## src/rtl/branch_redirect_ctrl.sv

```systemverilog
// Execute-stage branch redirect controller.
// Resolves the control-flow instruction in EX against its fetch prediction,
// holds EX while operands are still forwarding-pending, issues a registered
// valid/ready redirect to fetch, pulses the front-end flush, flags misaligned
// taken targets and keeps branch/mispredict statistics.
module branch_redirect_ctrl #(
  parameter int P_CNT_W  = 32,
  parameter int P_IALIGN = 4
) (
  input  logic               i_clk,
  input  logic               i_rst_n,
  input  logic               i_exValid_1,
  input  logic               i_exIsCtrl_1,
  input  logic               i_opndReady_1,
  input  logic [31:0]        i_exPC_32,
  input  logic               i_isBranch_1,
  input  logic [31:0]        i_branchPC_32,
  input  logic               i_predTaken_1,
  input  logic [31:0]        i_predPC_32,
  input  logic               i_redirectReady_1,
  input  logic               i_flushExt_1,
  output logic               o_stallEX_1,
  output logic               o_flush_1,
  output logic               o_redirectValid_1,
  output logic [31:0]        o_redirectPC_32,
  output logic               o_misalignExc_1,
  output logic [31:0]        o_excPC_32,
  output logic [P_CNT_W-1:0] o_branchCnt_W,
  output logic [P_CNT_W-1:0] o_mispredCnt_W
);

  typedef enum logic [1:0] {
    S_IDLE      = 2'd0,
    S_WAIT_OPND = 2'd1,
    S_REDIRECT  = 2'd2
  } state_e;

  state_e               state_q, state_d;
  logic                 redirect_valid_q, redirect_valid_d;
  logic [31:0]          redirect_pc_q, redirect_pc_d;
  logic                 flush_q, flush_d;
  logic                 misalign_q, misalign_d;
  logic [31:0]          exc_pc_q, exc_pc_d;
  logic [P_CNT_W-1:0]   branch_cnt_q, branch_cnt_d;
  logic [P_CNT_W-1:0]   mispred_cnt_q, mispred_cnt_d;

  logic                 ctrl_in_ex;
  logic [31:0]          actual_pc;
  logic                 mispredict;
  logic                 target_unaligned;
  logic                 misaligned;

  // Resolve-time comparisons of the branch unit result against the prediction.
  assign ctrl_in_ex       = i_exValid_1 & i_exIsCtrl_1;
  assign actual_pc        = i_isBranch_1 ? i_branchPC_32 : (i_exPC_32 + 32'd4);
  assign mispredict       = (i_isBranch_1 != i_predTaken_1) |
                            (i_isBranch_1 & i_predTaken_1 & (i_branchPC_32 != i_predPC_32));
  assign target_unaligned = (P_IALIGN == 2) ? i_branchPC_32[0] : (|i_branchPC_32[1:0]);
  assign misaligned       = i_isBranch_1 & target_unaligned;

  // Stall is combinational so EX is held in the same cycle operands are late.
  assign o_stallEX_1 = ((state_q == S_WAIT_OPND) & ~i_opndReady_1) |
                       ((state_q == S_IDLE) & ctrl_in_ex & ~i_opndReady_1) |
                       (state_q == S_REDIRECT);

  // Next-state, redirect/exception launch and counter update.
  always_comb begin
    // NOTE: every variable gets a default first so no path leaves one unassigned (no latch).
    state_d          = state_q;
    redirect_valid_d = redirect_valid_q;
    redirect_pc_d    = redirect_pc_q;
    flush_d          = 1'b0;
    misalign_d       = 1'b0;
    exc_pc_d         = exc_pc_q;
    branch_cnt_d     = branch_cnt_q;
    mispred_cnt_d    = mispred_cnt_q;

    if (i_flushExt_1) begin
      // A later-stage flush wins over everything, including a same-cycle resolve.
      state_d          = S_IDLE;
      redirect_valid_d = 1'b0;
    end else begin
      unique case (state_q)
        S_IDLE, S_WAIT_OPND: begin
          if (ctrl_in_ex && i_opndReady_1) begin
            branch_cnt_d = branch_cnt_q + P_CNT_W'(1);
            state_d      = S_IDLE;
            if (misaligned) begin
              misalign_d    = 1'b1;
              exc_pc_d      = i_exPC_32;
              flush_d       = 1'b1;
              mispred_cnt_d = mispred_cnt_q + P_CNT_W'(1);
            end else if (mispredict) begin
              redirect_valid_d = 1'b1;
              redirect_pc_d    = actual_pc;
              flush_d          = 1'b1;
              mispred_cnt_d    = mispred_cnt_q + P_CNT_W'(1);
              state_d          = S_REDIRECT;
            end
          end else if (ctrl_in_ex) begin
            state_d = S_WAIT_OPND;
          end else begin
            // Instruction left EX (or is not control flow): abandon without counting.
            state_d = S_IDLE;
          end
        end
        S_REDIRECT: begin
          if (i_redirectReady_1) begin
            redirect_valid_d = 1'b0;
            state_d          = S_IDLE;
          end
        end
        default: begin
          state_d          = S_IDLE;
          redirect_valid_d = 1'b0;
        end
      endcase
    end
  end

  // State and registered outputs.
  always_ff @(posedge i_clk or negedge i_rst_n) begin
    if (!i_rst_n) begin
      state_q          <= S_IDLE;
      redirect_valid_q <= 1'b0;
      redirect_pc_q    <= 32'd0;
      flush_q          <= 1'b0;
      misalign_q       <= 1'b0;
      exc_pc_q         <= 32'd0;
      branch_cnt_q     <= '0;
      mispred_cnt_q    <= '0;
    end else begin
      // NOTE: non-blocking assignments so all flops update together from pre-edge values.
      state_q          <= state_d;
      redirect_valid_q <= redirect_valid_d;
      redirect_pc_q    <= redirect_pc_d;
      flush_q          <= flush_d;
      misalign_q       <= misalign_d;
      exc_pc_q         <= exc_pc_d;
      branch_cnt_q     <= branch_cnt_d;
      mispred_cnt_q    <= mispred_cnt_d;
    end
  end

  assign o_flush_1         = flush_q;
  assign o_redirectValid_1 = redirect_valid_q;
  assign o_redirectPC_32   = redirect_pc_q;
  assign o_misalignExc_1   = misalign_q;
  assign o_excPC_32        = exc_pc_q;
  assign o_branchCnt_W     = branch_cnt_q;
  assign o_mispredCnt_W    = mispred_cnt_q;

endmodule

```

## config.mk

```make
export PLATFORM = sky130hd
export DESIGN_NAME = branch_redirect_ctrl
export DESIGN_NICKNAME = d
export VERILOG_FILES = /design/src/rtl/branch_redirect_ctrl.sv
export SDC_FILE = /design/constraint.sdc
export NUM_CORES = 1
export LEC_CHECK = 0
export CORE_MARGIN = 8
export CORE_UTILIZATION = 49
export DETAILED_ROUTE_END_ITERATION = 16
export GPL_TIMING_DRIVEN = 0
export PLACE_DENSITY = 0.95
export SLEW_MARGIN = 25
export SYNTH_ARGS = -nofsm -noshare
export SYNTH_HDL_FRONTEND = slang
export SYNTH_SLANG_ARGS = --single-unit
```

## constraint.sdc

```tcl
create_clock -name i_clk -period 2.75 [get_ports i_clk]
set_clock_uncertainty 0.05 [all_clocks]
set_input_delay 0.55 -clock i_clk [delete_from_list [all_inputs] [get_ports i_clk]]
set_output_delay 0.55 -clock i_clk [all_outputs]
set_load 0.1 [all_outputs]
```

==> results.cfg, run 1 <==
[status]
outcome = completed

[layout]
fillers = 814
drive_gt1_frac = 0.1304
fin_cells = 1081
nNetsFinal = 1001
finish.utilization = 0.7551
areaGrowthSynthToFinish_pct = 50.18
antenna_cells = 0

[critical_path]
crit_family = buffers and inverters
r2r_setup_slack_ns = 0.48
r2r_start = o_mispredCnt_W[6]$_DFFE_PN0P_
path_cells = clkdlybuf4s50_1
rr_worst_depth = 7
reg2reg_to = o_mispredCnt_W[25]$_DFFE_PN0P_
cp_data_required_time_ns = 2.15
critPathSlowestCell = clkdlybuf4s50_1
worstPathArrival_ns = 2.11
critPathBufInv = 1
startpoint_type = register
worstPathMaxFanout = 7
endpoint_kind = output pin
cpPeakStageDelay_ns = 1.19
crit_type = register to output pin

[grt]
track_usage = 0.2578
grt_max_degree = 92
globalRouteOverflowTotal = 0
antenna_found_initial = 1
grt_pass1_vias = 6399
grt_pass1_wl_um = 35670

[power]
combPwrFrac = 0.434
p_leak_uw = 0.004297
ir_drop_v = 0.0006410
seq_power_share = 0.293
power.internal_uw = 4521
p_sw_uw = 3942
powerDensity_mw_per_mm2 = 843.0
p_sw_frac = 0.4658
p_clk_frac = 0.273

[sta]
fmax_ghz = 0.3694
slew_headroom = 0.2875
finalHoldViolCount = 0
rsz0062_at_grt = no
finalSetupViolCount = 0
setup_slack_ns = 0.04303
finalCritPeriodShare = 0.9844
min_period_ns = 2.707
drv_slew = 0
worst_pin_slew_ns = 1.065

[die]
pin_count = 237
rows = 42
fp.dieW_um = 132.8
initial_core_util = 0.5028
core_mm2 = 0.01330
die-area_mm2 = 0.01764
die_height_um = 132.8

[place]
place_inst = 1043
gp_congestion = 0.8940
place_ws_ns = -0.7175
dpl.hpwl_um = 17470
portBuffers = 236

[synth]
ys_ff_latch = 133
synth_ff_type = dfrtp_1
syn_area_mm2 = 0.006685
synth_edf_count = 0
yosys_warnings = 0
avgSynthCellArea_um2 = 10.61
synth_commonest_cells = dfrtp_1, xnor2_1, nand2_1
syn_nets = 739
synth_top_cell_by_area = dfrtp_1
yosysTopAreaCellShare = 0.4978
yosys-top-cells-area = dfrtp_1, xnor2_1, mux2_2
async_flop_share = 1.000
yosysSeqAreaShare = 0.4978
synth.most_common_cell = dfrtp_1
ys_types = 39
synth_cells = 630

[worst_hold_path]
holdPathEnd = o_branchCnt_W[31]$_DFFE_PN0P_
hold_path_class = register to register
hold_start = o_branchCnt_W[31]$_DFFE_PN0P_
hold_depth = 1

[route]
drt_iter0_drc = 493
dr.max_layer_used = met5
drtPass1Iterations = 5
wl_met1_um = 8728
remaining_drc_errors = 0
vias_per_cell = 5.622
met3_length_um = 1651
postRouteAntennaNets = 0
wl_met2_um = 11100
routed_wl_um = 22780
route.vias.total = 6077
wl_per_cell_um = 21.07

[clock_tree]
clock_latency_ns = 0.43
numCtsBuffers = 17
cts-root-buf = clkbuf_16
cts_max_level = 4
cts.sinks = 133
tritoncts = built
path_clk_slew_ns = 0.07
cts_max_path_buffers = 2

[job]
drv_cap = 0
-- worst max-delay path by stage --
stage / from / to / depth (start not counted)
floorplan: o_branchCnt_W[5]$_DFFE_PN0P_ / o_branchCnt_W[23]$_DFFE_PN0P_ / 8
global placement: i_rst_n / o_mispredCnt_W[10]$_DFFE_PN0P_ / 1
detailed placement: i_branchPC_32[1] / o_mispredCnt_W[1]$_DFFE_PN0P_ / 8
CTS: i_branchPC_32[0] / o_redirectPC_32[9]$_DFFE_PN0P_ / 10
global route: i_branchPC_32[1] / o_redirectPC_32[24]$_DFFE_PN0P_ / 8
finish: o_mispredCnt_W[1]$_DFFE_PN0P_ / o_mispredCnt_W[1] / 1
-- layout by cell type, fill, tap and decap left out, types with 5 or more instances in the layout --
cell	count
nor3_1	14
nand2_1	71
nor2_1	35
inv_1	11
clkbuf_1	6
and3_1	7
nor4_1	14
a21oi_1	17
o21ai_0	35
xor2_1	48
buf_2	8
clkdlybuf4s50_1	233
xnor2_1	70
clkbuf_16	17
nand4_1	24
mux2_2	42
mux2i_1	10
nand3_1	33
dfrtp_1	133
and4_1	9
inv_6	5
buf_4	6
-- kinds of logic (layout without fill, tap and decap cells) --
| family | count (synthesis) | after routing | share of synthesized area |
|---|---|---|---|
| flops | 133 | 133 | 0.4978 |
| simple gates | 230 | 230 | 0.1778 |
| buf+inv | 33 | 308 | 0.02470 |
| xor+xnor | 120 | 120 | 0.1572 |
| fa+ha+maj | 4 | 4 | 0.007487 |
| mux | 52 | 52 | 0.08572 |
| compound gates | 58 | 58 | 0.04922 |
-- layout make-up --
type	instances	area, um^2	area share
Clock buffer	18	439.2	0.04374
Sequential cell	133	3328	0.3315
Tap cell	176	220.2	0.02193
Multi-Input combinational cell	464	3272	0.3259
Buffer	22	130.1	0.01296
Inverter	11	41.29	0.004113
Clock inverter	14	162.7	0.01620
Timing Repair Buffer	243	2446	0.2436
-- routing by layer --
metal,global-route usage,up-vias
met5,0,-
met4,0.1697,2
met3,0.06359,84
met2,0.4179,307
met1,0.2981,2958
li1,-,2726
-- per-stage QoR --
stage                     hold slack (ns)  setup TNS [ns]  total power, uW  cell area (um^2)
after CTS                          0.4315               0             8484              9972
after global placement             0.4064         -611.75             6090              9273
after global routing               0.4442               0             8711             10040
after detailed placement           0.4099          -59.25             6159              9305
final                              0.4226               0             8463             10040
after floorplan                    0.2044               0             5072              6690
-- power by group through the flow --
stage          Clock [uW]  Sequential [uW]  Combinational, uW
4_1_cts              2330             2480               3680
6_report             2310             2480               3670
3_5_place_dp            0             2500               3660
2_1_floorplan           0             4630                437
3_3_place_gp            0             2480               3610
5_1_grt              2410             2520               3780
-- what timing repair did --
item | in CTS | in global routing
setup buffers | 2 | 3
hold buffers | 1 | 0
gates resized for setup | 8 | 8
endpoints found under the setup margin | 95 | 29
endpoints found under the hold margin | 42 | 0
pin swaps | 1 | 1
-- sequential cells by signal (all words and copies together) (netlist names) --
name / cells
o_mispredCnt_W: 32
o_excPC_32: 32
state_q: 2
o_flush_1: 1
o_branchCnt_W: 32
o_misalignExc_1: 1
o_redirectPC_32: 32
o_redirectValid_1: 1
-- worst reg2reg max path, cell delays in order, from the launching register on --
cell	delay (ns)
dfrtp_1	0.43
nand4_1	0.20
nor2_1	0.23
and3_1	0.22
nand3_1	0.15
clkbuf_1	0.30
nor4_1	0.42
xor2_1	0.19
Power figures use the tool's default switching activity.
==> run 2, diff against run 1 <==
Settings changed: SKIP_CTS_REPAIR_TIMING from default to 1.
Clock period 2.75 ns to 3.15 ns, I/O delays scaled along.
==> results.cfg, run 2 (synthesis results as in run 1) <==
[status]
outcome = completed

[power]
p_leak_uw = 0.004219
combPwrFrac = 0.433
powerDensity_mw_per_mm2 = 743.0
power.internal_uw = 3943
p_sw_uw = 3429
p_clk_frac = 0.273
p_sw_frac = 0.4651
ir_drop_v = 0.0005568
seq_power_share = 0.294

[clock_tree]
cts_max_level = 4
cts_max_path_buffers = 2
tritoncts = built
cts.sinks = 133
clock_latency_ns = 0.42
numCtsBuffers = 17
cts-root-buf = clkbuf_16
path_clk_slew_ns = 0.06

[die]
die_height_um = 132.8
pin_count = 237
initial_core_util = 0.5028
core_mm2 = 0.01330
fp.dieW_um = 132.8
die-area_mm2 = 0.01764
rows = 42

[route]
vias_per_cell = 5.567
postRouteAntennaNets = 0
wl_per_cell_um = 20.77
drtPass1Iterations = 5
route.vias.total = 5984
remaining_drc_errors = 0
drt_iter0_drc = 429
routed_wl_um = 22320

[place]
place_inst = 1043
gp_congestion = 0.8940
dpl.hpwl_um = 17470
portBuffers = 236

[critical_path]
worstPathArrival_ns = 3.35
startpoint_type = input port
r2r_setup_slack_ns = 0.72
crit_family = buffers and inverters
critPathSlowestCell = nor4_2
worstPathMaxFanout = 10
critPathBufInv = 3
cp_data_required_time_ns = 3.40
path_cells = clkdlybuf4s50_1 -> buf_2 -> o21ai_0 -> nor4_2 -> buf_2 -> mux2_2
cpPeakStageDelay_ns = 0.89
crit_type = input port to register
cp_common_cell = buf_2
endpoint_kind = register

[sta]
finalSetupViolCount = 0
finalCritPeriodShare = 0.9823
fmax_ghz = 0.3232
slew_headroom = 0.2366
finalHoldViolCount = 0
fin_hold_ws_ns = 0.04284
worst_pin_slew_ns = 1.136
rsz0062_at_grt = no
drv_slew = 0
min_period_ns = 3.094

[layout]
final_common_cell = clkdlybuf4s50_1
drive_gt1_frac = 0.1201
mostFrequentLayoutCells = clkdlybuf4s50_1, dfrtp_1, xnor2_1
nNetsFinal = 995
finish.utilization = 0.7463
antenna_cells = 0
areaGrowthSynthToFinish_pct = 48.42
fin_cells = 1075

[grt]
grt_max_degree = 92
track_usage = 0.2546
grt_pass1_vias = 6367
antenna_found_initial = 0
globalRouteOverflowTotal = 0
grt_pass1_wl_um = 35270

[job]
drv_cap = 0

[worst_hold_path]
hold_path_class = input port to asynchronous set/reset pin
==> run 2: final timing paths <==
check / end / start / cells after the start
max: o_excPC_32[8]$_DFFE_PN0P_ / i_isBranch_1 / 6
min: o_excPC_32[8]$_DFFE_PN0P_ / i_rst_n / 1
max reg2reg: o_excPC_32[8]$_DFFE_PN0P_ / state_q[1]$_DFFE_PN0N_ / 3
min reg2reg: o_branchCnt_W[31]$_DFFE_PN0P_ / o_branchCnt_W[31]$_DFFE_PN0P_ / 1
max in group asynchronous: o_mispredCnt_W[21]$_DFFE_PN0P_ / i_rst_n / 2
min in group i_clk: o_branchCnt_W[31]$_DFFE_PN0P_ / o_branchCnt_W[31]$_DFFE_PN0P_ / 1
==> run 2: per-stage QoR <==
stage	setup TNS (ns)	total power [uW]	area, um^2	setup slack (ns)
2_1_floorplan	0	4428	6690	0.4193
6_report	0	7372	9922	0.05579
3_3_place_gp	-537.28	5316	9273	-3.865
3_5_place_dp	-26.98	5377	9305	-0.3975
4_1_cts	-0.1388	7401	9907	-0.1388
5_1_grt	0	7591	9922	0.04518
==> run 2: power groups by stage <==
stage	registers (uW)	clock network [uW]	logic, uW
2_1_floorplan	4050	0	381
3_3_place_gp	2160	0	3150
3_5_place_dp	2190	0	3190
4_1_cts	2160	2030	3200
5_1_grt	2200	2100	3290
6_report	2170	2010	3190
==> run 2: area by class of cell <==
class / count / area [um^2]
clock inverters: 14 / 162.7
repair buffers: 237 / 2397
plain buffers: 22 / 123.9
multi-input cells: 464 / 3209
flip-flops and latches: 133 / 3328
clock buffers: 18 / 439.2
inverters: 11 / 41.29
well taps: 176 / 220.2
fillers: 836 / 3373
==> run 2: routing by layer <==
| layer | global-route usage | wire, um | vias up | share of wire |
|---|---|---|---|---|
| met4 | 0.1615 | 1243 | 0 | 0.056 |
| met5 | 0 | 0 | - | 0 |
| met1 | 0.2934 | 8558 | 2893 | 0.38 |
| met2 | 0.4159 | 10860 | 300 | 0.49 |
| met3 | 0.06397 | 1659 | 79 | 0.074 |
| li1 | - | - | 2712 | - |
